--- src/rtl/rs232_pkg.sv ---
// Shared definitions for the rs232 receive path (rs232in, rs232in_fifo, rs232).
package rs232_pkg;

  localparam int BYTE_W             = 8;
  localparam int DEFAULT_DEPTH_LOG2 = 4;

  typedef logic [BYTE_W-1:0] byte_t;

endpackage

--- src/rtl/fifo_ram.sv ---
// Storage for the rs232 receive FIFO: one write port, one asynchronous read port.
// There is no reset, so the array can map onto distributed RAM.
module fifo_ram #(
  parameter int DEPTH_LOG2 = 4,
  parameter int WIDTH      = 8
) (
  input  logic                  clock,
  input  logic                  we,
  input  logic [DEPTH_LOG2-1:0] waddr,
  input  logic [WIDTH-1:0]      wdata,
  input  logic [DEPTH_LOG2-1:0] raddr,
  output logic [WIDTH-1:0]      rdata
);

  logic [WIDTH-1:0] mem [2**DEPTH_LOG2];

  always_ff @(posedge clock) begin
    if (we) mem[waddr] <= wdata;
  end

  assign rdata = mem[raddr];

endmodule

--- src/rtl/rs232in_fifo.sv ---
// First-word-fall-through receive buffer between rs232in and the rs232 peripheral.
// Optional saturating dropped-byte counter: define RS232IN_FIFO_DROPCOUNT_EN.
module rs232in_fifo
  import rs232_pkg::*;
#(
  parameter int DEPTH_LOG2 = DEFAULT_DEPTH_LOG2,
  parameter int DROP_CNT_W = 16
) (
  input  logic                  clock,
  input  logic                  rst,
  input  logic                  rs232in_attention,
  input  byte_t                 rs232in_data,
  input  logic                  rd,
  output byte_t                 rd_data,
  output logic                  rd_valid,
  output logic [DEPTH_LOG2:0]   count,
  output logic                  full,
  output logic                  overrun,
  input  logic                  clear_overrun,
  output logic [DROP_CNT_W-1:0] dropped
);

  localparam int PTR_W = DEPTH_LOG2;
  localparam int CNT_W = DEPTH_LOG2 + 1;
  localparam logic [CNT_W-1:0] DEPTH = CNT_W'(2**DEPTH_LOG2);

  logic [PTR_W-1:0] wptr;
  logic [PTR_W-1:0] rptr;
  logic             push;
  logic             pop;
  logic             drop;

  // A pop frees the slot, so a full FIFO still accepts a byte in a pop cycle.
  assign rd_valid = (count != '0);
  assign full     = (count == DEPTH);
  assign pop      = rd && rd_valid;
  assign push     = rs232in_attention && (!full || pop);
  assign drop     = rs232in_attention && full && !pop;

  fifo_ram #(
    .DEPTH_LOG2 (DEPTH_LOG2),
    .WIDTH      (BYTE_W)
  ) u_ram (
    .clock (clock),
    .we    (push && !rst),
    .waddr (wptr),
    .wdata (rs232in_data),
    .raddr (rptr),
    .rdata (rd_data)
  );

  always_ff @(posedge clock) begin
    if (rst) begin
      wptr    <= '0;
      rptr    <= '0;
      count   <= '0;
      overrun <= 1'b0;
    end else begin
      if (push) wptr <= wptr + PTR_W'(1);
      if (pop)  rptr <= rptr + PTR_W'(1);
      case ({push, pop})
        2'b10:   count <= count + CNT_W'(1);
        2'b01:   count <= count - CNT_W'(1);
        default: count <= count;
      endcase
      // A drop in the clearing cycle must stay visible to software.
      if (drop)               overrun <= 1'b1;
      else if (clear_overrun) overrun <= 1'b0;
    end
  end

`ifdef RS232IN_FIFO_DROPCOUNT_EN
  logic [DROP_CNT_W-1:0] drop_cnt;

  always_ff @(posedge clock) begin
    if (rst) begin
      drop_cnt <= '0;
    end else if (clear_overrun) begin
      drop_cnt <= drop ? DROP_CNT_W'(1) : '0;
    end else if (drop && (drop_cnt != '1)) begin
      drop_cnt <= drop_cnt + DROP_CNT_W'(1);
    end
  end

  assign dropped = drop_cnt;
`else
  assign dropped = '0;
`endif

endmodule

--- config.mk ---
export PLATFORM = sky130hd
export DESIGN_NAME = rs232in_fifo
export DESIGN_NICKNAME = d
export VERILOG_FILES = /design/src/rtl/rs232_pkg.sv /design/src/rtl/fifo_ram.sv /design/src/rtl/rs232in_fifo.sv
export SDC_FILE = /design/constraint.sdc
export NUM_CORES = 1
export LEC_CHECK = 0
export BUFFER_PORTS_ARGS = -buffer_cell sky130_fd_sc_hd__buf_4
export CORE_ASPECT_RATIO = 2
export CORE_UTILIZATION = 30
export CTS_CLUSTER_DIAMETER = 40
export DETAILED_ROUTE_END_ITERATION = 8
export PLACE_DENSITY = 0.44
export RECOVER_POWER = 25
export SLEW_MARGIN = 20
export SYNTH_ARGS = -nofsm -noshare
export SYNTH_HDL_FRONTEND = slang
export SYNTH_SLANG_ARGS = --single-unit
--- constraint.sdc ---
create_clock -name clock -period 2.3 [get_ports clock]
set_clock_uncertainty 0.05 [all_clocks]
set_input_delay 0.345 -clock clock [delete_from_list [all_inputs] [get_ports clock]]
set_output_delay 0.345 -clock clock [all_outputs]
set_load 0.005 [all_outputs]
; ---- Yosys cells after proc, flatten, opt, wreduce, memory -nomap -nowiden
; Memories as Yosys holds them, arrays and structs flattened. A register that Yosys moved wholly into a read port is not among the register bits.
; Cells that the tools add are included.
[word_totals]
wordCells = 31
memories = 1
out_inout_bits = 32
ramBits = 128
ff_bits = 14
[mem_list]
columns = memory, depth, width, read_ports, rd_clocked_by_memory_dff, wr, line
row1 = u_ram.mem, 16, 8, 1, 1, 1, fifo_ram.sv:15  ; logic [WIDTH-1:0] mem [2**DEPTH_LOG2];
[op_classes]
n_eq_ne = 3
n_addsub = 4
n_reduce_logical = 12
muxes = 7
[op_table]
columns = op, n
row1 = $pmux 5 s2, 1
row2 = $add 4x1->4 const B, 2
row3 = $mux 4, 2
row4 = $add 5x1->5 const B, 1
row5 = $eq 5x5->1 const B, 1
row6 = $logic_and 1x1->1, 5
row7 = $reduce_bool 5->1, 1
row8 = $sub 5x1->5 const B, 1
row9 = $mux 1, 4
row10 = $reduce_bool 2->1, 2
row11 = $logic_not 1->1, 3
row12 = $eq 2x1->1 const B, 1
row13 = $eq 2x2->1 const B, 1
row14 = $logic_or 1x1->1, 1

; ---- Logic depth before layout (Yosys ltp)
[logic_depth]
depth_word = 7
depth_mapped = 9
mapped_depth_nobuf = 8

; ---- Modules after synthesis
; From an unflattened synthesis, not the netlist that was laid out.
[hier_totals]
cells_unflattened = 335
area_unflattened_um2 = 5994.5
[by_module_without_submodules]
columns = module, cells_per_inst, n_inst, seq_area_each_um2, area_per_inst_um2
row1 = fifo_ram, 221, 1, 3843.7, 4987.3
row2 = rs232in_fifo, 114, 1, 280.3, 1007.2

; ---- Worst setup path before layout
; OpenSTA, ideal clock, no wires.
[synth_timing]
path_type = register to register
from = reg count[1]
to = reg count[4]
path_stages_with_launch = 10
required_time_ns = 2.129
arrival_time_ns = 2.339
setup_slack_ns = -0.210
cell_sequence = dfxtp_1 > buf_6 > nor4_1 > a21oi_1 > xor2_1 > ha_1 > o31a_2 > a2111oi_0 > a311oi_1 > mux2_2
[synth_between]
elab_chain_cells = 6
[synth_rtl]
columns = item, line
row1 = from (decl), rs232in_fifo.sv:16  ; output logic [DEPTH_LOG2:0] count,
row2 = from (signal assigned), rs232in_fifo.sv:62  ; 2'b10: count <= count + CNT_W'(1);
row3 = from (signal assigned), rs232in_fifo.sv:63  ; 2'b01: count <= count - CNT_W'(1);
row4 = from (signal assigned), rs232in_fifo.sv:64  ; default: count <= count;
row5 = $eq 5x5->1 / $reduce_bool 5->1 (equally long branches), "rs232in_fifo.sv:35, rs232in_fifo.sv:34"
row6 = $logic_not 1->1 / $logic_and 1x1->1 (equally long branches), "rs232in_fifo.sv:37, rs232in_fifo.sv:36"
row7 = $logic_or 1x1->1, rs232in_fifo.sv:37  ; assign push = rs232in_attention && (!full || pop);
row8 = $logic_and 1x1->1, rs232in_fifo.sv:37
row9 = $eq 2x1->1 / $eq 2x2->1 (equally long branches), rs232in_fifo.sv:61  ; case ({push, pop})
row10 = $pmux 5 s2 / $reduce_bool 2->1 (equally long branches), --
; Several ways; a longest one is shown, not always the timed one.
; A chain may end at the register's enable or synchronous reset.

==> impl_metrics.yaml <==
critical_path:
  crit_chain: "clkbuf_16, mux4_2, mux4_2, buf_6"
  worst-path-max-fanout: 8
  crit_type: "flip-flop to output port"
  worst_setup_path_end_kind: "output port"
  path_common_cell: "mux4_2"
  worst_setup_path_start_kind: "flip-flop"
  critPathSlowestCell: "mux4_2"
  max_stage_delay_ns: 0.52
  arrival_ns: 2.20
  required_ns: 1.90
sta:
  finalSetupTns_ns: -2.13
  fin_ws_ns: -0.297
  rsz0062_at_grt: "true"
  max_freq_mhz: 385
  finalHoldViolCount: 0
  fin_crit_ns: 2.60
  setup_viol: 8
  maxSlewHeadroom: 0.391
  drv_slew: 0
  worstMarginPinSlew_ns: 0.910
  fin_crit_sh: 1.13
cts:
  cts_hold_buffers: 0
  cts.sinks: 146
  clock_latency_ns: 0.41
  cts_tree: "built"
  numCtsBuffers: 17
  clk_pin_slew_ns: 0.06
  cts-root-buf: "clkbuf_16"
  ctsLongestPathBuffers: 2
  h-tree-depth: 4
global_routing:
  grtUsageTotal: 0.140
  grt_overflow_total: 0
  grt_pass1_vias: 3244
  antenna_found_initial: 1
  grt_max_degree: 33
  grt_pass1_wl_um: 19800
yosys:
  synth_flop_cell: "edfxtp_1"
  yosysWarnings: 0
  synth_most_common_cell: "edfxtp_1"
  yosysUniqueCellTypes: 40
  syn_area_per_cell_um2: 18.6
  synth-seq-cells: 146
  ys_top_cells_by_count: "128 x edfxtp_1, 40 x mux4_2, 37 x nor2_1, 18 x buf_4, 18 x dfxtp_1"
  seq_area_frac_synth: 0.705
  synth.area.top_cells: "edfxtp_1 64%, mux4_2 15%, dfxtp_1 6.0%, nor2_1 2.3%, buf_4 2.3%"
  synth_edf_count: 128
  yosysTopAreaCellShare: 0.645
  synth.cell_area_um2: 5960
  synth-async-reset-ratio: 0
  yosysTopAreaCell: "edfxtp_1"
  synthCells: 320
outcome:
  violations: "negative setup slack"
  status: "finished, violations left"
layout:
  fin_nets: 404
  drive_gt1_frac: 0.361
  seqCellArea_um2: 4210
  multiInputGateArea_um2: 1670
  fillers: 1803
  area_delta_synth_final_pct: 22.8
die:
  io_pins: 45
  rows: 72
  die_y_um: 201
  fp.coreArea_um2: 19400
  start_util: 0.308
  dieArea_um2: 20500
  dieWidth_um: 102
power_and_ir_drop:
  power_density_nw_per_um2: 1090
  leakage_nw: 2.43
  power_mw: 7.97
  ir_worst_vdd_uv: 615
drt:
  first_pass_iters: 4
  drt_iter0_markers: 156
  vias: 2992
  drcViolationCount: 0
  viasPerCell: 4.56
  antenna_left: 0
  routed_wl_um: 13300
  wl_per_cell_um: 20.2
placed_design:
  hpwl_um: 9140
  gp_congestion: 0.727
  place_ws_ns: -0.0664
  port_buffers: 28
run:
  drv_cap: 0
min_path:
  hold_class: "input port to flip-flop"
-- worst max-delay path: cells and delay by family (launching register included) --
| family | cells | cell delay [ns] |
|---|---|---|
| mux | 2 | 1.02 |
| flops | 1 | 0.43 |
| buf+inv | 2 | 0.33 |
-- power breakdown --
group | switching, mW | internal (mW) | total, mW
sequential | 0.122 | 2.99 | 3.11
clock | 1.03 | 1.68 | 2.71
combinational | 0.912 | 1.24 | 2.15
total | 2.07 | 5.91 | 7.97
-- metrics by stage --
stage | hold WS (ns) | area [µm²] | std cells | util
5_1_grt | 0.0993 | 7320 | 656 | 0.378
3_5_place_dp | 0.463 | 6630 | 621 | 0.342
4_1_cts | 0.0776 | 7310 | 655 | 0.377
6_report | 0.0972 | 7320 | 656 | 0.378
2_1_floorplan | 0.394 | 6040 | 335 | -
3_3_place_gp | 0.455 | 6630 | 621 | 0.342
-- state kept, by name, summed over array words and instances, names as in the netlist, named ones only --
signal,count
rptr,4
overrun,1
count,5
wptr,4
u_ram.mem,128
-- layout by cell type (no fill, tap or decap), drive strengths merged, types with 2 or more instances in the layout --
cell type / instances
edfxtp: 128
buf: 54
mux4: 40
nor2: 37
clkbuf: 24
dfxtp: 18
conb: 16
nand2: 8
clkinv: 8
ha: 7
xor2: 6
inv: 5
a21oi: 5
o211ai: 4
nor2b: 4
mux2i: 4
bufinv: 3
mux2: 3
nand2b: 2
o21a: 2
and3: 2
-- final timing paths --
kind	start	to	slack, ns	cells past startpoint
max	flip-flop	rd_data[1]	-0.30	4
min	rst	wptr[0]$_SDFFE_PP0N_	0.1	2
max reg2reg	count[0]$_SDFFE_PP0P_	count[4]$_SDFFE_PP0P_	0.08	9
min reg2reg	rptr[3]$_SDFFE_PP0N_	rptr[3]$_SDFFE_PP0N_	0.49	2
-- timing repair --
item                       4_1_cts  5_1_grt
resized for setup               13        8
gates cloned                     1        1
setup endpoints to repair        9       49
setup buffers                    2        0
pin swaps                        2        3
-- metal layers --
layer,global-route usage,vias up,part of all wire
li1,-,1360,-
met1,0.141,1564,0.36
met2,0.264,55,0.60
met3,0.0313,13,0.023
met4,0.0590,0,0.021
met5,0,-,0
-- area by class of cell --
class                      count  share of cell area
tap                          259              0.0443
clock buffer                  18              0.0586
inverter                       4             0.00205
clock inverter                13              0.0195
antenna                        1            0.000342
sequential                   146               0.575
multi-input combinational    155               0.228
timing repair buffer          60              0.0723
-- cells by family (layout without fill, tap and decap cells) --
family / count (synthesis) / count (layout) / synth area share
compound gates: 18 / 18 / 0.0227
simple gates: 60 / 60 / 0.0449
mux: 47 / 47 / 0.166
buf+inv: 34 / 95 / 0.0359
fa+ha+maj: 7 / 7 / 0.0147
other cells: 1 / 17 / 0.000629
xor+xnor: 7 / 7 / 0.0103
flops: 146 / 146 / 0.705
Power figures use the tool's default switching activity.
